**src/rtl/mem_lsu_pkg.sv**
```systemverilog
// Shared types for the memory-stage load/store unit: FSM states,
// RISC-V load/store func3 codes, size strobes and size helpers.
package mem_lsu_pkg;

  typedef enum logic [1:0] {
    IDLE,
    REQ,
    RESP
  } lsu_state_e;

  localparam logic [2:0] F3_B  = 3'b000;
  localparam logic [2:0] F3_H  = 3'b001;
  localparam logic [2:0] F3_W  = 3'b010;
  localparam logic [2:0] F3_D  = 3'b011;
  localparam logic [2:0] F3_BU = 3'b100;
  localparam logic [2:0] F3_HU = 3'b101;
  localparam logic [2:0] F3_WU = 3'b110;

  localparam logic [7:0] STRB_B = 8'h01;
  localparam logic [7:0] STRB_H = 8'h03;
  localparam logic [7:0] STRB_W = 8'h0F;
  localparam logic [7:0] STRB_D = 8'hFF;

  function automatic logic [7:0] size_strb(
    input logic [1:0] sz
  );
    unique case (sz)
      2'd0:    size_strb = STRB_B;
      2'd1:    size_strb = STRB_H;
      2'd2:    size_strb = STRB_W;
      default: size_strb = STRB_D;
    endcase
  endfunction

  // byte-offset bits that must be zero for a natural alignment
  function automatic logic [2:0] size_lsb(
    input logic [1:0] sz
  );
    unique case (sz)
      2'd0:    size_lsb = 3'd0;
      2'd1:    size_lsb = 3'd1;
      2'd2:    size_lsb = 3'd3;
      default: size_lsb = 3'd7;
    endcase
  endfunction

endpackage

```
**src/rtl/mem_lsu_if.sv**
```systemverilog
// Memory-stage request, data-bus and writeback signals of the LSU.
// master: pipeline/bus side; slave: the LSU (mem_lsu).
interface mem_lsu_if #(
  parameter int XLEN   = 64,
  parameter int ADDR_W = 64
);
  logic              req_valid_i;
  logic              req_ready_o;
  logic              req_ren_i;
  logic              req_wen_i;
  logic [ADDR_W-1:0] req_addr_i;
  logic [XLEN-1:0]   req_wdata_i;
  logic [2:0]        req_func3_i;
  logic [4:0]        req_rd_waddr_i;
  logic [XLEN-1:0]   req_rd_wdata_i;
  logic              req_reg_wen_i;

  logic              bus_req_o;
  logic              bus_we_o;
  logic [ADDR_W-1:0] bus_addr_o;
  logic [XLEN-1:0]   bus_wdata_o;
  logic [XLEN/8-1:0] bus_wstrb_o;
  logic              bus_gnt_i;
  logic              bus_rvalid_i;
  logic [XLEN-1:0]   bus_rdata_i;

  logic              wb_valid_o;
  logic [4:0]        rd_waddr_o;
  logic [XLEN-1:0]   rd_wdata_o;
  logic              reg_wen_o;
  logic              stall_o;
  logic              misalign_o;

  modport master (
    output req_valid_i, req_ren_i, req_wen_i,
    output req_addr_i, req_wdata_i, req_func3_i,
    output req_rd_waddr_i, req_rd_wdata_i,
    output req_reg_wen_i,
    output bus_gnt_i, bus_rvalid_i, bus_rdata_i,
    input  req_ready_o,
    input  bus_req_o, bus_we_o, bus_addr_o,
    input  bus_wdata_o, bus_wstrb_o,
    input  wb_valid_o, rd_waddr_o, rd_wdata_o,
    input  reg_wen_o, stall_o, misalign_o
  );

  modport slave (
    input  req_valid_i, req_ren_i, req_wen_i,
    input  req_addr_i, req_wdata_i, req_func3_i,
    input  req_rd_waddr_i, req_rd_wdata_i,
    input  req_reg_wen_i,
    input  bus_gnt_i, bus_rvalid_i, bus_rdata_i,
    output req_ready_o,
    output bus_req_o, bus_we_o, bus_addr_o,
    output bus_wdata_o, bus_wstrb_o,
    output wb_valid_o, rd_waddr_o, rd_wdata_o,
    output reg_wen_o, stall_o, misalign_o
  );

endinterface

```
**src/rtl/mem_lsu_align.sv**
```systemverilog
// lsu_align: store shift/strobe, load shift/extend, alignment check.
// LSU_MISALIGN_EXC_EN: flag misaligned ops (else mis=0, offset truncated).
module lsu_align
  import mem_lsu_pkg::*;
#(
  parameter  int XLEN = 64,
  localparam int NB   = XLEN / 8,
  localparam int OW   = $clog2(NB)
) (
  input  logic [2:0]      func3,
  input  logic [OW-1:0]   off,
  input  logic [XLEN-1:0] wdata,
  input  logic [XLEN-1:0] rdata,
  output logic [OW-1:0]   off_eff,
  output logic            mis,
  output logic [XLEN-1:0] wdata_sh,
  output logic [NB-1:0]   wstrb,
  output logic [XLEN-1:0] rdata_ext
);
  logic [7:0]      m;
  logic [NB-1:0]   m_n;
  logic [2:0]      lsb;
  logic [OW-1:0]   lsb_n;
  logic [XLEN-1:0] rs;
  logic [63:0]     r;
  logic [63:0]     ext;

  assign m     = size_strb(func3[1:0]);
  assign m_n   = m[NB-1:0];
  assign lsb   = size_lsb(func3[1:0]);
  assign lsb_n = lsb[OW-1:0];

  assign off_eff = off & ~lsb_n;
`ifdef LSU_MISALIGN_EXC_EN
  assign mis = |(off & lsb_n);
`else
  assign mis = 1'b0;
`endif

  assign wdata_sh = wdata << {off_eff, 3'b000};
  assign wstrb    = m_n << off_eff;

  assign rs = rdata >> {off_eff, 3'b000};
  assign r  = 64'(rs);

  always_comb begin
    ext = '0;
    unique case (func3)
      F3_B:  ext = {{56{r[7]}}, r[7:0]};
      F3_H:  ext = {{48{r[15]}}, r[15:0]};
      F3_W:  ext = {{32{r[31]}}, r[31:0]};
      F3_D:  ext = (XLEN == 64) ? r : '0;
      F3_BU: ext = {56'b0, r[7:0]};
      F3_HU: ext = {48'b0, r[15:0]};
      F3_WU: ext = (XLEN == 64) ? {32'b0, r[31:0]} : '0;
      default: ext = '0;
    endcase
  end

  assign rdata_ext = ext[XLEN-1:0];

endmodule

```
**src/rtl/mem_lsu.sv**
```systemverilog
// mem_lsu: memory-stage LSU FSM (IDLE/REQ/RESP), bus regs, writeback.
// Ports: clk, rst (sync, low), lsu (mem_lsu_if.slave). Macro LSU_MISALIGN_EXC_EN.
module mem_lsu
  import mem_lsu_pkg::*;
#(
  parameter int XLEN   = 64,
  parameter int ADDR_W = 64
) (
  input logic      clk,
  input logic      rst,
  mem_lsu_if.slave lsu
);
  localparam int NB = XLEN / 8;
  localparam int OW = $clog2(NB);

  lsu_state_e        state;
  logic [2:0]        f3_q;
  logic [OW-1:0]     off_q;
  logic              rwen_q;
  logic              bus_req;
  logic              bus_we;
  logic [ADDR_W-1:0] bus_addr;
  logic [XLEN-1:0]   bus_wdata;
  logic [NB-1:0]     bus_wstrb;
  logic              wb_valid;
  logic [4:0]        rd_waddr;
  logic [XLEN-1:0]   rd_wdata;
  logic              reg_wen;
  logic              mis_q;

  logic              idle;
  logic              mem_op;
  logic [2:0]        f3_s;
  logic [OW-1:0]     off_s;
  logic [OW-1:0]     off_eff;
  logic              mis;
  logic [XLEN-1:0]   wdata_sh;
  logic [NB-1:0]     wstrb;
  logic [XLEN-1:0]   rdata_ext;

  assign idle   = (state == IDLE);
  assign mem_op = lsu.req_ren_i | lsu.req_wen_i;
  // IDLE aligns the new request; later states decode the latched op
  assign f3_s   = idle ? lsu.req_func3_i : f3_q;
  assign off_s  = idle ? lsu.req_addr_i[OW-1:0] : off_q;

  lsu_align #(.XLEN(XLEN)) u_align (
    .func3     (f3_s),
    .off       (off_s),
    .wdata     (lsu.req_wdata_i),
    .rdata     (lsu.bus_rdata_i),
    .off_eff   (off_eff),
    .mis       (mis),
    .wdata_sh  (wdata_sh),
    .wstrb     (wstrb),
    .rdata_ext (rdata_ext)
  );

  always_ff @(posedge clk) begin
    if (!rst) begin
      state     <= IDLE;
      f3_q      <= '0;
      off_q     <= '0;
      rwen_q    <= 1'b0;
      bus_req   <= 1'b0;
      bus_we    <= 1'b0;
      bus_addr  <= '0;
      bus_wdata <= '0;
      bus_wstrb <= '0;
      wb_valid  <= 1'b0;
      rd_waddr  <= '0;
      rd_wdata  <= '0;
      reg_wen   <= 1'b0;
      mis_q     <= 1'b0;
    end else begin
      wb_valid <= 1'b0;
      reg_wen  <= 1'b0;
      mis_q    <= 1'b0;
      unique case (state)
        IDLE: begin
          if (lsu.req_valid_i) begin
            rd_waddr <= lsu.req_rd_waddr_i;
            rwen_q   <= lsu.req_reg_wen_i;
            f3_q     <= lsu.req_func3_i;
            off_q    <= off_eff;
            if (!mem_op) begin
              wb_valid <= 1'b1;
              rd_wdata <= lsu.req_rd_wdata_i;
              reg_wen  <= lsu.req_reg_wen_i;
            end else if (mis) begin
              wb_valid <= 1'b1;
              rd_wdata <= '0;
              mis_q    <= 1'b1;
            end else begin
              bus_req   <= 1'b1;
              bus_we    <= lsu.req_wen_i;
              bus_addr  <= {lsu.req_addr_i[ADDR_W-1:OW],
                            {OW{1'b0}}};
              bus_wdata <= wdata_sh;
              bus_wstrb <= wstrb;
              state     <= REQ;
            end
          end
        end
        REQ: begin
          if (lsu.bus_gnt_i) begin
            bus_req <= 1'b0;
            bus_we  <= 1'b0;
            if (bus_we) begin
              state    <= IDLE;
              wb_valid <= 1'b1;
              rd_wdata <= '0;
            end else if (lsu.bus_rvalid_i) begin
              state    <= IDLE;
              wb_valid <= 1'b1;
              rd_wdata <= rdata_ext;
              reg_wen  <= rwen_q;
            end else begin
              state <= RESP;
            end
          end
        end
        RESP: begin
          if (lsu.bus_rvalid_i) begin
            state    <= IDLE;
            wb_valid <= 1'b1;
            rd_wdata <= rdata_ext;
            reg_wen  <= rwen_q;
          end
        end
        default: state <= IDLE;
      endcase
    end
  end

  assign lsu.req_ready_o = idle;
  assign lsu.stall_o     = ~idle |
    (lsu.req_valid_i & mem_op & idle);
  assign lsu.bus_req_o   = bus_req;
  assign lsu.bus_we_o    = bus_we;
  assign lsu.bus_addr_o  = bus_addr;
  assign lsu.bus_wdata_o = bus_wdata;
  assign lsu.bus_wstrb_o = bus_wstrb;
  assign lsu.wb_valid_o  = wb_valid;
  assign lsu.rd_waddr_o  = rd_waddr;
  assign lsu.rd_wdata_o  = rd_wdata;
  assign lsu.reg_wen_o   = reg_wen;
  assign lsu.misalign_o  = mis_q;

endmodule
```
**src/flat_wrapper.sv**
```systemverilog
// flat-port wrapper written by rule: the top's interface ports become plain ports
module mem_lsu_flat import mem_lsu_pkg::*;
#(
  parameter int XLEN   = 64,
  parameter int ADDR_W = 64
)
  (clk, rst, lsu_req_valid_i, lsu_req_ren_i, lsu_req_wen_i, lsu_req_addr_i, lsu_req_wdata_i, lsu_req_func3_i, lsu_req_rd_waddr_i, lsu_req_rd_wdata_i, lsu_req_reg_wen_i, lsu_bus_gnt_i, lsu_bus_rvalid_i, lsu_bus_rdata_i, lsu_req_ready_o, lsu_bus_req_o, lsu_bus_we_o, lsu_bus_addr_o, lsu_bus_wdata_o, lsu_bus_wstrb_o, lsu_wb_valid_o, lsu_rd_waddr_o, lsu_rd_wdata_o, lsu_reg_wen_o, lsu_stall_o, lsu_misalign_o);
  mem_lsu_if #(.XLEN(XLEN), .ADDR_W(ADDR_W)) lsu_i ();
  input logic clk;
  input logic rst;
  input wire logic [$bits(lsu_i.req_valid_i)-1:0] lsu_req_valid_i;
  input wire logic [$bits(lsu_i.req_ren_i)-1:0] lsu_req_ren_i;
  input wire logic [$bits(lsu_i.req_wen_i)-1:0] lsu_req_wen_i;
  input wire logic [$bits(lsu_i.req_addr_i)-1:0] lsu_req_addr_i;
  input wire logic [$bits(lsu_i.req_wdata_i)-1:0] lsu_req_wdata_i;
  input wire logic [$bits(lsu_i.req_func3_i)-1:0] lsu_req_func3_i;
  input wire logic [$bits(lsu_i.req_rd_waddr_i)-1:0] lsu_req_rd_waddr_i;
  input wire logic [$bits(lsu_i.req_rd_wdata_i)-1:0] lsu_req_rd_wdata_i;
  input wire logic [$bits(lsu_i.req_reg_wen_i)-1:0] lsu_req_reg_wen_i;
  input wire logic [$bits(lsu_i.bus_gnt_i)-1:0] lsu_bus_gnt_i;
  input wire logic [$bits(lsu_i.bus_rvalid_i)-1:0] lsu_bus_rvalid_i;
  input wire logic [$bits(lsu_i.bus_rdata_i)-1:0] lsu_bus_rdata_i;
  output wire logic [$bits(lsu_i.req_ready_o)-1:0] lsu_req_ready_o;
  output wire logic [$bits(lsu_i.bus_req_o)-1:0] lsu_bus_req_o;
  output wire logic [$bits(lsu_i.bus_we_o)-1:0] lsu_bus_we_o;
  output wire logic [$bits(lsu_i.bus_addr_o)-1:0] lsu_bus_addr_o;
  output wire logic [$bits(lsu_i.bus_wdata_o)-1:0] lsu_bus_wdata_o;
  output wire logic [$bits(lsu_i.bus_wstrb_o)-1:0] lsu_bus_wstrb_o;
  output wire logic [$bits(lsu_i.wb_valid_o)-1:0] lsu_wb_valid_o;
  output wire logic [$bits(lsu_i.rd_waddr_o)-1:0] lsu_rd_waddr_o;
  output wire logic [$bits(lsu_i.rd_wdata_o)-1:0] lsu_rd_wdata_o;
  output wire logic [$bits(lsu_i.reg_wen_o)-1:0] lsu_reg_wen_o;
  output wire logic [$bits(lsu_i.stall_o)-1:0] lsu_stall_o;
  output wire logic [$bits(lsu_i.misalign_o)-1:0] lsu_misalign_o;
  assign lsu_i.req_valid_i = lsu_req_valid_i;
  assign lsu_i.req_ren_i = lsu_req_ren_i;
  assign lsu_i.req_wen_i = lsu_req_wen_i;
  assign lsu_i.req_addr_i = lsu_req_addr_i;
  assign lsu_i.req_wdata_i = lsu_req_wdata_i;
  assign lsu_i.req_func3_i = lsu_req_func3_i;
  assign lsu_i.req_rd_waddr_i = lsu_req_rd_waddr_i;
  assign lsu_i.req_rd_wdata_i = lsu_req_rd_wdata_i;
  assign lsu_i.req_reg_wen_i = lsu_req_reg_wen_i;
  assign lsu_i.bus_gnt_i = lsu_bus_gnt_i;
  assign lsu_i.bus_rvalid_i = lsu_bus_rvalid_i;
  assign lsu_i.bus_rdata_i = lsu_bus_rdata_i;
  assign lsu_req_ready_o = lsu_i.req_ready_o;
  assign lsu_bus_req_o = lsu_i.bus_req_o;
  assign lsu_bus_we_o = lsu_i.bus_we_o;
  assign lsu_bus_addr_o = lsu_i.bus_addr_o;
  assign lsu_bus_wdata_o = lsu_i.bus_wdata_o;
  assign lsu_bus_wstrb_o = lsu_i.bus_wstrb_o;
  assign lsu_wb_valid_o = lsu_i.wb_valid_o;
  assign lsu_rd_waddr_o = lsu_i.rd_waddr_o;
  assign lsu_rd_wdata_o = lsu_i.rd_wdata_o;
  assign lsu_reg_wen_o = lsu_i.reg_wen_o;
  assign lsu_stall_o = lsu_i.stall_o;
  assign lsu_misalign_o = lsu_i.misalign_o;
  mem_lsu #(.XLEN(XLEN), .ADDR_W(ADDR_W)) u_core (.clk(clk), .rst(rst), .lsu(lsu_i));
endmodule
```
**config.mk**
```make
export PLATFORM = sky130hd
export DESIGN_NAME = mem_lsu_flat
export DESIGN_NICKNAME = d
export VERILOG_FILES = /design/src/rtl/mem_lsu_pkg.sv /design/src/rtl/mem_lsu_if.sv /design/src/rtl/mem_lsu_align.sv /design/src/rtl/mem_lsu.sv /design/src/flat_wrapper.sv
export SDC_FILE = /design/constraint.sdc
export NUM_CORES = 1
export LEC_CHECK = 0
export ABC_AREA = 1
export BUFFER_PORTS_ARGS = -buffer_cell sky130_fd_sc_hd__buf_4
export CAP_MARGIN = 20
export CORE_AREA = 2 2 187 189
export DETAILED_ROUTE_END_ITERATION = 8
export DIE_AREA = 0 0 189 191
export GPL_TIMING_DRIVEN = 0
export PLACE_DENSITY_LB_ADDON = 0.3
export SYNTH_ARGS = -nofsm -noshare
export SYNTH_HDL_FRONTEND = slang
export SYNTH_SLANG_ARGS = --single-unit
```
**constraint.sdc**
```tcl
create_clock -name clk -period 2.6 [get_ports clk]
set_clock_uncertainty 0.05 [all_clocks]
set_input_delay 0.52 -clock clk [delete_from_list [all_inputs] [get_ports clk]]
set_output_delay 0.52 -clock clk [all_outputs]
set_load 0.01 [all_outputs]
```
Word level (Yosys, flattened, before mapping)
Index checks and enable logic that the tools add are counted.
W data, S select, Z words.
{"block": "classes", "add_sub_neg": 0, "n_mul": 0, "div_mod_pow": 0, "n_lt_le_gt_ge": 0, "eq_ne": 15, "shift": 3, "muxes": 37, "bitwise": 7, "n_reduce_logical": 10}
{"operator": "$pmux W64 S7", "n": 1}
{"operator": "$mux W64", "n": 5}
{"operator": "$pmux W64 S3", "n": 1}
{"operator": "$shl A64 B6 Y64", "n": 1}
{"operator": "$shr A64 B6 Y64", "n": 1}
{"operator": "$pmux W8 S3", "n": 1}
{"operator": "$mux W1", "n": 15}
{"operator": "$mux W2", "n": 6}
{"operator": "$reduce_and A4 Y1", "n": 3}
{"operator": "$ne A2 B2 Y1 const B", "n": 5}
{"operator": "$eq A3 B3 Y1 const B", "n": 3}
{"operator": "$pmux W3 S3", "n": 1}
{"operator": "$shl A8 B3 Y8", "n": 1}
{"operator": "$eq A3 B2 Y1 const B", "n": 2}
{"operator": "$mux W3", "n": 2}
{"operator": "$pmux W1 S3", "n": 2}
{"operator": "$pmux W2 S3", "n": 1}
{"operator": "$eq A2 B1 Y1 const B", "n": 2}
{"operator": "$eq A2 B2 Y1 const B", "n": 2}
{"operator": "$logic_not A2 Y1", "n": 2}
{"operator": "$pmux W1 S2", "n": 2}
{"operator": "$and A3 B3 Y3", "n": 1}
{"operator": "$eq A3 B1 Y1 const B", "n": 1}
{"operator": "$logic_not A3 Y1", "n": 1}
{"operator": "8 further kinds", "n": 10}
{"block": "totals", "regBits": 215, "latchBits": 0, "mem_bits_rw": 0, "mem_bits_ro": 0, "input_bits": 272, "word_cells": 85, "memories": 0}

Logic depth before layout (Yosys ltp)
Gate-level depths: netlist of run 1.
{"block": "depth", "word_depth": 12, "depth_mapped": 18, "depth_no_buf": 16}

By module
From an unflattened synthesis of run 1, not the netlist that was laid out.
{"block": "hier_totals", "cells_unflattened": 2463, "hier_area_um2": 14271.2}
{"module": "mem_lsu", "n_inst": 1, "cells_per_inst": 1564, "area_per_inst_um2": 10008.3, "seq_area_each_um2": 4324.1}
{"module": "lsu_align", "n_inst": 1, "cells_per_inst": 899, "area_per_inst_um2": 4262.8, "seq_area_each_um2": 0.0}

Worst setup path after synthesis of run 1
OpenSTA, ideal clock, no wires.
{"block": "synth_timing", "path_type": "flip-flop to flip-flop", "start": "register u_core.state[0]", "end": "register u_core.rd_wdata[56], in the netlist u_core.lsu.rd_wdata_o[56]", "setup_time_ns": 0.122, "t_arrival_ns": 2.135, "t_required_ns": 2.428, "path_slack_ns": 0.294, "path_stages_with_launch": 16, "path_buffers": 2, "period_less_slack_ns": 2.306, "path_cell_list": "dfxtp_1 -> inv_1 -> ha_1 -> buf_6 -> or2_2 -> o21ai_2 -> nor2_4 -> inv_2 -> nand3_1 -> nand3_2 -> nand2_4 -> nor2_4 -> buf_6 -> nand2_1 -> nand2_1 -> a21oi_2"}
{"block": "synth_between", "elab_chain_cells": 12, "word_cells_on_any_way": 29, "cone_classes": "eq/ne (13); shift (1); mux (8); bitwise (2); reduce/logical (5)"}
{"item": "from (decl)", "line_no": "mem_lsu.sv:16", "rtl": "lsu_state_e state;"}
{"item": "from (signal assigned)", "line_no": "mem_lsu.sv:61", "rtl": "state <= IDLE;"}
{"item": "from (signal assigned)", "line_no": "mem_lsu.sv:101", "rtl": "state <= REQ;"}
{"item": "from (signal assigned)", "line_no": "mem_lsu.sv:110", "rtl": "state <= IDLE;"}
{"item": "$logic_not A2 Y1 (*)", "line_no": "mem_lsu.sv:41", "rtl": "assign idle = (state == IDLE);"}
{"item": "via lsu_req_ready_o", "line_no": "flat_wrapper.sv:23", "rtl": "output wire logic [$bits(lsu_i.req_ready_o)-1:0] lsu_req_ready_o;"}
{"item": "$mux W3", "line_no": "mem_lsu.sv:44", "rtl": "assign f3_s = idle ? lsu.req_func3_i : f3_q;"}
{"item": "$eq A2 B2 Y1 (tied with other cells)", "line_no": "mem_lsu_pkg.sv:39", "rtl": "unique case (sz)"}
{"item": "$pmux W3 S3", "line_no": "mem_lsu_pkg.sv:39"}
{"item": "$not A3 Y3", "line_no": "mem_lsu_align.sv:33", "rtl": "assign off_eff = off & ~lsb_n;"}
{"item": "$and A3 B3 Y3", "line_no": "mem_lsu_align.sv:33"}
{"item": "$shr A64 B6 Y64", "line_no": "mem_lsu_align.sv:43", "rtl": "assign rs = rdata >> {off_eff, 3'b000};"}
{"item": "$pmux W64 S7", "line_no": "mem_lsu_align.sv:48", "rtl": "unique case (func3)"}
{"item": "$mux W64", "line_no": "mem_lsu.sv:113, mem_lsu.sv:124"}
{"item": "$mux W64", "line_no": "mem_lsu.sv:109", "rtl": "if (bus_we) begin"}
{"item": "$mux W64", "line_no": "mem_lsu.sv:106", "rtl": "if (lsu.bus_gnt_i) begin"}
{"item": "$pmux W64 S3", "line_no": "mem_lsu.sv:79", "rtl": "unique case (state)"}
{"item": "to (signal assigned)", "line_no": "mem_lsu.sv:88", "rtl": "rd_wdata <= lsu.req_rd_wdata_i;"}
{"item": "to (signal assigned)", "line_no": "mem_lsu.sv:116", "rtl": "rd_wdata <= rdata_ext;"}
{"item": "to (signal assigned)", "line_no": "mem_lsu.sv:127", "rtl": "rd_wdata <= rdata_ext;"}
{"item": "to (decl)", "line_no": "mem_lsu.sv:27", "rtl": "logic [XLEN-1:0] rd_wdata;"}
Mark *: on every way through the listed nets, which the timed path passes. The rest lies on a longest branch. The select of a mux whose other input is x is not followed.
A chain may end at the register's enable or synchronous reset.

Final worst setup path of run 1
{"block": "layout_timing", "start": "register u_core.state[0]", "end": "register u_core.rd_wdata[4], in the netlist u_core.lsu.rd_wdata_o[4]"}
{"block": "layout_between", "elab_chain_cells": 12, "word_cells_on_any_way": 29, "cone_classes": "eq/ne (13); shift (1); mux (8); bitwise (2); reduce/logical (5)"}
{"item": "$logic_not A2 Y1", "line_no": "mem_lsu.sv:41, mem_lsu.sv:79"}
{"item": "$mux W3", "line_no": "mem_lsu.sv:44"}
{"item": "$eq A2 B2 Y1 (tied with other cells)", "line_no": "mem_lsu_pkg.sv:39"}
{"item": "$pmux W3 S3", "line_no": "mem_lsu_pkg.sv:39"}
{"item": "$not A3 Y3", "line_no": "mem_lsu_align.sv:33"}
{"item": "$and A3 B3 Y3", "line_no": "mem_lsu_align.sv:33"}
{"item": "$shr A64 B6 Y64", "line_no": "mem_lsu_align.sv:43"}
{"item": "$pmux W64 S7", "line_no": "mem_lsu_align.sv:48"}
{"item": "$mux W64", "line_no": "mem_lsu.sv:113, mem_lsu.sv:124"}
{"item": "$mux W64", "line_no": "mem_lsu.sv:109"}
{"item": "$mux W64", "line_no": "mem_lsu.sv:106"}
{"item": "$pmux W64 S3", "line_no": "mem_lsu.sv:79"}
Parallel ways exist; a longest one is shown, timed or not. The select of a mux whose other input is x is not followed.

==> results by group, run 1 <==
Timing
  • Post-layout min period: 2.651 ns
  • Worst max-slew margin expressed relative to the limit: 39.52%
  • Setup repair after global routing missed its margin: true
  • Final TNS setup: -0.3522 ns
  • Actual transition at the worst max-transition pin: between 0.9 and 1 ns
  • Finish-stage setup viols: 16
  • Final Hold Violating Endpoints: 0
  • Worst Setup Slack, final: -0.05055 ns
  • Final cycle utilization of the critical path: 101.9%
  • Number of pins with negative max-slew slack in the final report: 0
  • Highest clock rate: 377.3 MHz

Logic synthesis
  • Async SR Flop Fraction: 0%
  • Post-synthesis area per instance: ~6.3 µm²
  • Number of instances in the synthesized netlist: 2,007
  • Post-synth top area share: 34.23%
  • Warnings from Yosys: 0
  • Seq/Total Area, Yosys: 34.23%
  • Leading post-synthesis cells by cell area: dfxtp_1 34%, nand2_1 15%, nor2_1 8.8%
  • Flip-flop cell with the highest count after synthesis: dfxtp_1
  • Most numerous cell types in the synthesized netlist: 515 x nand2_1, 296 x nor2_1, 215 x dfxtp_1
  • Post-synth EDFFs: 0
  • Leading area contributor after synthesis: dfxtp_1
  • Count of state elements after synthesis: about 220
  • Area of the mapped netlist: 12,570 µm²
  • Count of unique library cells instantiated by Yosys: 45
  • Most common cell in the synthesized netlist: nand2_1

Power
  • Power per cell area: 1375 nW/µm²
  • NetSw: 13.29 mW
  • Proportion of power drawn by combinational gates: 65.8%
  • Flop pwr share: 20.2%
  • Leakage power summed over all cells: ~9.0 nW
  • Proportion of power drawn by the clock network: 14.0%
  • Switching fraction of total power: 50.91%
  • Internal power contribution: 12.81 mW
  • Max VDD drop: 693.4 µV

Worst setup path
  • Data required time of the worst path: 3.02 ns
  • Worst r2r src: u_core.state[0]$_SDFFE_PN0P_
  • Chain of cells forming the critical path: inv_4 > ha_4 > inv_4 > buf_8 > nand2_8 > nand2_8 > nand3_4 > buf_8 > buf_12 > buf_12 > buf_12 > nor2_4 > o211ai_1 > o211ai_1 > a21oi_1
  • Launching element type of the critical path: register
  • R2R cell count: 15
  • Worst reg2reg endpoint: u_core.lsu.rd_wdata_o[4]$_SDFFE_PN0P_
  • Data arrival, critical path: a little over 3 ns
  • Largest stage delay on the critical path: 0.36 ns
  • Kind of critical path: register to register
  • Critical-path top delay cell: dfxtp_4
  • Most Frequent Cell on Critical Path: buf_12
  • CP max FO: 8
  • Kind of end point of the critical path: register
  • Register-to-register setup slack: -0.05 ns

Die
  • Initial Util: about 37%
  • Core area: 34,120 µm²
  • Die area: 36,100 µm²
  • Horizontal die dimension: 189 µm
  • Height of the die: 191 µm
  • Number of placement rows: between 60 and 70
  • Count of pins on the block boundary: 484

Run status
  • Status: finished, violations left
  • Violated checks: negative setup slack

Placement
  • Routability cong.: 0.9979
  • Pre-CTS worst setup slack: -0.5885 ns
  • Sum of net half-perimeters after detailed placement: 52,040 µm
  • Port Buffers: 478

Detailed routing
  • DRC violations left: 0
  • Count of vias placed by the detailed router: roughly 17k
  • ANT nets after route: 0
  • Drt wl/cell: 21.99 µm
  • DRT Pass-1 Iters: 6
  • Routed wire length: 66,490 µm
  • Post-DR vias/cell: roughly 5.5
  • Starting DRT DRC Count: 1,431

Clock network
  • Clock tree from TritonCTS: yes
  • Number of buffers on the longest clock path: 3
  • Clock buffer count from CTS: 24
  • CTS H-tree lvls: 1
  • Num Clock Sinks: 215
  • Cell at the root of the clock tree: clkbuf_16
  • Hold-fix buffers at CTS: 0
  • Worst skew pair latency: ~0.56 ns
  • Worst-path clk slew: ~0.07 ns

Cells and area
  • Utilization of the core after routing: 55.63%
  • Filler cells: between 3k and 4k
  • Layout cells sized above 1: 31.44%
  • Nets: 2,822
  • Layout overhead on the synthesized area: 50.94%

Global route
  • Global-route wire length before repair: 95,000 µm
  • Total routing resource utilization after global routing: 34.67%
  • Largest net degree at the start of global routing: 14
  • Overall overflow remaining after global route: 0
  • Number of global-route vias before repair: around 16k
  • Initial antenna violation count: 6

Min path
  • Path class of the lowest-slack min-delay path: input pin to register
  • Hold path cells: 3
  • Sink of the worst hold path: u_core.lsu.bus_addr_o[31]$_SDFFE_PN0P_
  • Hold path start: lsu_req_addr_i[31]

Run
  • Max_cap viols: 0
## worst max path at each step
stage	cells after the start	endpoint	from
after floorplan	15	u_core.lsu.rd_wdata_o[56]$_SDFFE_PN0P_	u_core.state[0]$_SDFFE_PN0P_
after global placement	12	u_core.lsu.bus_wdata_o[53]$_SDFFE_PN0P_	u_core.state[0]$_SDFFE_PN0P_
after detailed placement	10	u_core.lsu.bus_wdata_o[16]$_SDFFE_PN0P_	u_core.state[0]$_SDFFE_PN0P_
after CTS	14	u_core.lsu.rd_wdata_o[4]$_SDFFE_PN0P_	u_core.state[0]$_SDFFE_PN0P_
after global routing	18	u_core.lsu.rd_wdata_o[38]$_SDFFE_PN0P_	u_core.state[1]$_SDFFE_PN0P_
final	15	u_core.lsu.rd_wdata_o[4]$_SDFFE_PN0P_	u_core.state[0]$_SDFFE_PN0P_
## cells in the final DEF, fill, tap and decap left out, drive strengths merged, types with 20 or more instances in the layout
| cell type | instances |
|---|---|
| buf | 568 |
| o21ai | 229 |
| inv | 109 |
| o211ai | 29 |
| a21oi | 181 |
| nand2 | 527 |
| clkbuf | 131 |
| dfxtp | 215 |
| a31oi | 20 |
| nand3 | 148 |
| or2 | 22 |
| nor2 | 303 |
## routing by layer
layer | up-vias | share of wire, % | track usage (%)
met3 | 212 | 9.1 | 7.802
met5 | - | 0.051 | 0
li1 | 7704 | - | -
met4 | 4 | 6.6 | 21.18
met1 | 7657 | 38 | 39.69
met2 | 942 | 47 | 58.93
## repair_timing
action	in CTS	in global routing
gates cloned	0	10
setup endpoints to repair	195	130
pin swaps	11	41
buffers inserted	4	18
gates resized for setup	102	234
## per-stage QoR
stage          hold WS (ns)  instances  total power [mW]  area, µm²
2_1_floorplan        0.3792       2010             13.45      12590
3_3_place_gp         0.3925       2943             19.50      16740
4_1_cts              0.1178       2991             23.90      17920
6_report             0.1324       3024             26.11      18980
5_1_grt              0.1310       3020             27.41      18970
3_5_place_dp         0.3971       2943             19.60      16740
## layout make-up
cell class              count  area, µm²  area share (%)
multi-input cells        1531       7871           41.47
flip-flops and latches    215       4309           22.70
repair buffers            507       3887           20.48
plain buffers             157       1036           5.458
clock buffers              35      732.0           3.857
well taps                 455      569.3           3.000
inverters                 109      430.4           2.268
clock inverters             9      125.1          0.6592
diodes                      5      12.51         0.06592
repair inverters            1      6.256         0.03296
## worst max-delay path: cells and delay by family, from the launching register on
kind / cells / cell delay [ns]
buffers and inverters: 7 / 0.84
AOI/OAI and AO/OA: 3 / 0.76
and+or+nand+nor: 4 / 0.37
DFF: 1 / 0.36
adders and majority gates: 1 / 0.17
## power by group through the flow
stage,clock network (mW),registers (mW),logic (mW)
after floorplan,0,5.56,7.89
final,3.65,5.27,17.2
after global placement,0,5.25,14.2
after CTS,3.68,5.22,15.0
after detailed placement,0,5.27,14.3
after global routing,3.81,5.35,18.2
## kinds of logic after synthesis
kind of cell	Yosys count	synth area share (%)
other	1	0.02982
and+or+nand+nor	1013	33.41
adders and majority gates	4	0.3980
muxes	12	0.9553
buffers and inverters	266	9.284
DFF	215	34.23
AOI/OAI and AO/OA	496	21.69
## registers in the layout (all words and copies together), names as in the netlist
signal                  count
u_core.lsu.bus_wstrb_o      8
u_core.state                2
u_core.off_q                3
u_core.lsu.reg_wen_o        1
u_core.lsu.rd_wdata_o      64
u_core.f3_q                 3
u_core.lsu.bus_addr_o      61
u_core.lsu.wb_valid_o       1
u_core.rwen_q               1
u_core.lsu.rd_waddr_o       5
u_core.lsu.bus_we_o         1
u_core.lsu.bus_req_o        1
u_core.lsu.bus_wdata_o     64
No activity file was read; power rests on OpenSTA's default activity.
==> run 2, diff against run 1 <==
--- a/config.mk
+++ b/config.mk
@@ -8,9 +8,11 @@
 export ABC_AREA = 1
 export BUFFER_PORTS_ARGS = -buffer_cell sky130_fd_sc_hd__buf_4
 export CAP_MARGIN = 20
-export CORE_AREA = 2 2 187 189
+export CELL_PAD_IN_SITES_DETAIL_PLACEMENT = 2
+export CELL_PAD_IN_SITES_GLOBAL_PLACEMENT = 2
+export CORE_ASPECT_RATIO = 0.6
+export CORE_UTILIZATION = 25
 export DETAILED_ROUTE_END_ITERATION = 8
-export DIE_AREA = 0 0 189 191
 export GPL_TIMING_DRIVEN = 0
 export PLACE_DENSITY_LB_ADDON = 0.3
 export SYNTH_ARGS = -nofsm -noshare
==> results by group, run 2 (synthesis results as in run 1) <==
Placement
  • Port Buffers: ~480
  • Routability cong.: 0.9776
  • Sum of net half-perimeters after detailed placement: 64,570 µm
  • Placed inst area: 17,000 µm²
  • Pre-CTS worst setup slack: -0.8328 ns

Worst setup path
  • Kind of end point of the critical path: register
  • R2R cell count: 19
  • Largest stage delay on the critical path: ~0.33 ns
  • Critical-path top delay cell: dfxtp_2
  • Launching element type of the critical path: register
  • Depth of the critical timing path with buffers and inverters included: 19
  • CP Buf/Inv Count: 6
  • Chain of cells forming the critical path: inv_2 > ha_4 > buf_12 > nand2_2 > nand2_8 > nand3_4 > buf_12 > clkinv_16 > nand2_2 > nand3_2 > nand3_2 > nand3_2 > nand2_2 > nor2_4 > buf_12 > clkbuf_16 > nand2_1 > nand2_1 > a21oi_2
  • CP max FO: 10
  • Kind of critical path: register to register
  • Data required time of the worst path: 3.01 ns
  • Dominant delay contributor by cell family on the critical path: simple AND/OR/NAND/NOR gates
  • Data arrival, critical path: 3.08 ns

Power
  • Leakage power summed over all cells: slightly above 9 nW
  • Max VDD drop: 558.6 µV
  • Power per cell area: 1442 nW/µm²

Detailed routing
  • ANT nets after route: 0
  • Starting DRT DRC Count: about 1.3k
  • Post-DR vias/cell: 5.267
  • DRT Pass-1 Iters: 5
  • DRC violations left: 0
  • Routed wire length: 82,420 µm
  • Count of vias placed by the detailed router: about 17k
  • Drt wl/cell: approximately 26 µm

Clock network
  • CTS H-tree lvls: 1
  • Cell at the root of the clock tree: clkbuf_16
  • Clock buffer count from CTS: 25
  • Num Clock Sinks: 215
  • Number of buffers on the longest clock path: 3
  • Clock tree from TritonCTS: yes
  • Worst skew pair latency: 0.57 ns
  • Worst-path clk slew: approximately 0.070 ns
  • Hold-fix buffers at CTS: 0

Cells and area
  • Layout cells sized above 1: around a third
  • Filler cells: 5,947
  • Combined area of the multi-input logic cells: about 8000 µm²
  • Nets: 2,835
  • Leading cell types in the layout, fill and taps excluded: 526 x buf_4, 484 x nand2_1, 292 x nor2_1, 213 x dfxtp_1, 167 x a21oi_1
  • Most common library cell in the layout ignoring fill and taps: buf_4
  • Final instance area: 19,500 µm²
  • Layout overhead on the synthesized area: 55.08%
  • Register area: 4307 µm²

Timing
  • Highest clock rate: between 300 and 400 MHz
  • Final cycle utilization of the critical path: 102.6%
  • Worst max-slew margin expressed relative to the limit: 40.56%
  • Post-layout min period: 2.668 ns
  • Final TNS setup: -0.5669 ns
  • Setup repair after global routing missed its margin: true
  • Final Hold Violating Endpoints: 0
  • Number of pins with negative max-slew slack in the final report: 0
  • Finish-stage setup viols: 18
  • Worst Setup Slack, final: -0.06832 ns
  • Actual transition at the worst max-transition pin: roughly 0.9 ns

Die
  • Initial Util: 25.40%
  • Core area: 49,500 µm²
  • Die area: 51,230 µm²
  • Number of placement rows: 63
  • Height of the die: 175.7 µm
  • Count of pins on the block boundary: between 400 and 500
  • Horizontal die dimension: 291.5 µm

Global route
  • Largest net degree at the start of global routing: 15
  • Global-route wire length before repair: 117,500 µm
  • Total routing resource utilization after global routing: 30.66%
  • Number of global-route vias before repair: 18.17k
  • Overall overflow remaining after global route: 0
  • Initial antenna violation count: 7

Run
  • Max_cap viols: 0

Run status
  • Status: finished, violations left
  • Violated checks: negative setup slack

Min path
  • Hold path cells: 3
  • Path class of the lowest-slack min-delay path: input pin to register
## run 2: cell types whose count changed in the layout (fill, tap and decap cells not counted), sizes merged
cell	delta
clkinv	+1
bufinv	+2
nand2	-1
diode	-3
nor2	-1
inv	+1
clkinvlp	-1
buf	+16
clkbuf	-3
## run 2: cell type report
type | count | share of cell area [%]
plain buffers | 156 | 5.480
repair buffers | 523 | 20.95
diodes | 2 | 0.02567
inverters | 109 | 2.310
clock buffers | 33 | 3.465
multi-input cells | 1529 | 40.50
flip-flops and latches | 215 | 22.09
clock inverters | 13 | 1.014
well taps | 650 | 4.171
## run 2: metal layers
layer	vias to the layer above	global-route usage [%]	wire length [µm]
li1	7734	-	-
met1	8499	42.48	37410
met2	674	47.68	36090
met3	103	7.415	7003
met4	4	7.127	1879
met5	-	0	26
## run 2: through the flow
step	power, mW	util, %	cells	hold slack, ns
2_1_floorplan	13.45	-	2010	0.3792
3_3_place_gp	20.18	34.32	3138	0.3928
3_5_place_dp	20.73	34.33	3139	0.4174
4_1_cts	26.43	37.88	3212	0.1012
5_1_grt	29.55	39.39	3230	0.1139
6_report	28.12	39.39	3230	0.1219
## run 2: worst paths after layout
kind	from	end	slack, ns
hold reg to reg	u_core.lsu.bus_wdata_o[25]$_SDFFE_PN0P_	u_core.lsu.bus_wdata_o[25]$_SDFFE_PN0P_	0.43
setup reg to reg	u_core.state[0]$_SDFFE_PN0P_	u_core.lsu.rd_wdata_o[57]$_SDFFE_PN0P_	-0.07
hold / removal	lsu_req_addr_i[28]	u_core.lsu.bus_addr_o[28]$_SDFFE_PN0P_	0.12
setup / recovery	u_core.state[0]$_SDFFE_PN0P_	u_core.lsu.rd_wdata_o[57]$_SDFFE_PN0P_	-0.07
## run 2: report_power, final
| part | internal, mW | switching [mW] | leakage (nW) |
|---|---|---|---|
| combinational | 6.66 | 12.3 | 6.93 |
| sequential | 4.43 | 0.845 | 1.76 |
| clock | 2.26 | 1.68 | 0.425 |
| total | 13.3 | 14.8 | 9.12 |
## run 2: worst register-to-register path: stages (launching register included)
cell and delay, ns:
dfxtp_2 0.33, inv_2 0.08, ha_4 0.18, buf_12 0.15, nand2_2 0.11, nand2_8 0.12, nand3_4 0.15, buf_12 0.18
clkinv_16 0.07, nand2_2 0.08, nand3_2 0.09, nand3_2 0.12, nand3_2 0.11, nand2_2 0.06, nor2_4 0.21, buf_12 0.16
clkbuf_16 0.14, nand2_1 0.06, nand2_1 0.09, a21oi_2 0.05
## run 2: what timing repair did
| item | 4_1_cts | 5_1_grt |
|---|---|---|
| gates resized for setup | 198 | 175 |
| gates cloned | 1 | 4 |
| setup endpoints to repair | 197 | 114 |
| buffers inserted | 26 | 12 |
| pin swaps | 22 | 26 |
| hold endpoints to repair | 0 | 0 |
==> run 3, diff against run 2 <==
==> constraint.sdc (replaced) <==
create_clock -name clk -period 2.6 [get_ports clk]
set_clock_uncertainty 0.05 [all_clocks]
set_input_delay 0.39 -clock clk [delete_from_list [all_inputs] [get_ports clk]]
set_output_delay 0.39 -clock clk [all_outputs]
set_load 0.01 [all_outputs]
==> results by group, run 3 (synthesis results as in run 1) <==
Placement
  • Instance count after placement with tap cells included: between 3k and 4k
  • Port Buffers: 478
  • Pre-CTS worst setup slack: -0.8328 ns
  • Sum of net half-perimeters after detailed placement: 64,570 µm
  • Routability cong.: 0.9776

Timing
  • Finish-stage setup viols: 28
  • Number of pins with negative max-slew slack in the final report: 0
  • Setup repair after global routing missed its margin: true
  • Actual transition at the worst max-transition pin: 0.8792 ns
  • Post-layout min period: 2.726 ns
  • Worst Setup Slack, final: -0.1265 ns
  • Hold_ws: 0.01041 ns
  • Final Hold Violating Endpoints: 0
  • Worst max-slew margin expressed relative to the limit: 41.39%
  • Highest clock rate: 366.8 MHz
  • Final cycle utilization of the critical path: 104.9%

Clock network
  • Clock tree from TritonCTS: yes
  • Worst skew pair latency: 0.58 ns
  • Number of buffers on the longest clock path: 3
  • CTS H-tree lvls: 1
  • Cell at the root of the clock tree: clkbuf_16
  • Num Clock Sinks: 215
  • Worst-path clk slew: 0.07 ns
  • Clock buffer count from CTS: 25

Worst setup path
  • Kind of end point of the critical path: register
  • Data required time of the worst path: 3.07 ns
  • Kind of critical path: register to register
  • CP max FO: 6
  • Data arrival, critical path: 3.19 ns
  • Launching element type of the critical path: register

Power
  • Max VDD drop: 555.8 µV
  • Switching fraction of total power: 52.73%
  • Leakage power summed over all cells: 9.373 nW
  • Flop pwr share: roughly 18%
  • Internal power contribution: 13.61 mW
  • Proportion of power drawn by combinational gates: between 60% and 70%
  • Proportion of power drawn by the clock network: 13.7%
  • Power per cell area: 1428 nW/µm²
  • NetSw: 15.19 mW

Global route
  • Initial antenna violation count: 5
  • Global-route wire length before repair: 120,500 µm
  • Largest net degree at the start of global routing: 15
  • Number of global-route vias before repair: 18.63k
  • Overall overflow remaining after global route: 0
  • Total routing resource utilization after global routing: 31.45%

Cells and area
  • Filler cells: 5,843
  • Layout cells sized above 1: 32.91%
  • Most common library cell in the layout ignoring fill and taps: buf_4
  • Number of standard cells in the final layout excluding fillers: 3,277
  • Layout overhead on the synthesized area: 60.33%
  • Leading cell types in the layout, fill and taps excluded: 529 x buf_4, 468 x nand2_1, 292 x nor2_1, 213 x dfxtp_1, 165 x a21oi_1
  • Nets: 2,882

Die
  • Horizontal die dimension: 291.5 µm
  • Initial Util: 25.40%
  • Count of pins on the block boundary: 484
  • Die area: 51,230 µm²
  • Number of placement rows: 63
  • Height of the die: 175.7 µm
  • Core area: 49,500 µm²

Run status
  • Violated checks: negative setup slack
  • Status: finished, violations left

Detailed routing
  • DRC violations left: 0
  • Routed wire length: 85,250 µm
  • Count of vias placed by the detailed router: 17.37k
  • Drt wl/cell: 26.02 µm
  • ANT nets after route: 0
  • DRT Pass-1 Iters: 7
  • Post-DR vias/cell: 5.300
  • Starting DRT DRC Count: 1,224

Min path
  • Path class of the lowest-slack min-delay path: input pin to register

Run
  • Max_cap viols: 0
run 3: power groups by stage:
stage | clock network, mW | logic (mW) | registers (mW)
floorplan | 0 | 7.89 | 5.56
global placement | 0 | 14.9 | 5.24
detailed placement | 0 | 15.4 | 5.31
CTS | 4.00 | 17.2 | 5.27
global route | 4.13 | 20.6 | 5.38
finish | 3.96 | 19.6 | 5.29
run 3: per-layer routing:
layer,up-vias,part of all wire [%],global-route usage (%)
li1,7817,-,-
met1,8761,45,42.88
met2,668,45,49.82
met3,118,8.1,7.339
met4,4,2.4,7.675
met5,-,0.030,0
run 3: area by class of cell:
type	count	area, µm²	area share [%]
well taps	650	813.3	4.034
inverters	109	452.9	2.247
repair buffers	571	4559	22.62
clock buffers	33	675.6	3.351
multi-input cells	1529	8069	40.02
clock inverters	13	197.7	0.9806
flip-flops and latches	215	4307	21.36
plain buffers	155	1081	5.362
diodes	2	5.005	0.02482
run 3: timing repair:
action                                  in CTS  in global routing
hold endpoints to repair                    44                  0
hold buffers                                44                  0
gates cloned                                 1                  4
setup buffers                               26                 16
gates resized for setup                    198                223
endpoints found under the setup margin     197                117
pin swaps                                   22                 45
run 3: worst max-delay path: stages (launching register included):
cell and delay (ns):
dfxtp_2 0.33, inv_2 0.08, ha_4 0.21, buf_8 0.15
nand2_4 0.07, nand2_8 0.13, inv_1 0.15, nor2_1 0.17
inv_1 0.20, nor2_1 0.26, nand3_4 0.13, buf_4 0.18
nand2_1 0.10, inv_2 0.11, o21ai_2 0.12, nand2_1 0.10
a21oi_2 0.11
run 3: through the flow:
| step | cell area (µm²) | TNS [ns] | util (%) | power [mW] |
|---|---|---|---|---|
| after CTS | 19190 | -0.07549 | 38.77 | 26.48 |
| after detailed placement | 17000 | -92.69 | 34.33 | 20.73 |
| after floorplan | 12590 | 0 | - | 13.45 |
| after global routing | 20160 | -3.638 | 40.73 | 30.13 |
| after global placement | 16990 | -97.51 | 34.32 | 20.18 |
| final | 20160 | -1.630 | 40.73 | 28.80 |
run 3: worst paths after layout:
kind                                            from                                      end  slack (ns)  cells past startpoint
max                     u_core.state[0]$_SDFFE_PN0P_   u_core.lsu.rd_wdata_o[14]$_SDFFE_PN0P_       -0.13                     16
min                               lsu_req_addr_i[21]   u_core.lsu.bus_addr_o[21]$_SDFFE_PN0P_        0.01                      3
max reg2reg             u_core.state[0]$_SDFFE_PN0P_   u_core.lsu.rd_wdata_o[14]$_SDFFE_PN0P_       -0.13                     16
min reg2reg  u_core.lsu.bus_wdata_o[20]$_SDFFE_PN0P_  u_core.lsu.bus_wdata_o[20]$_SDFFE_PN0P_        0.43                      2
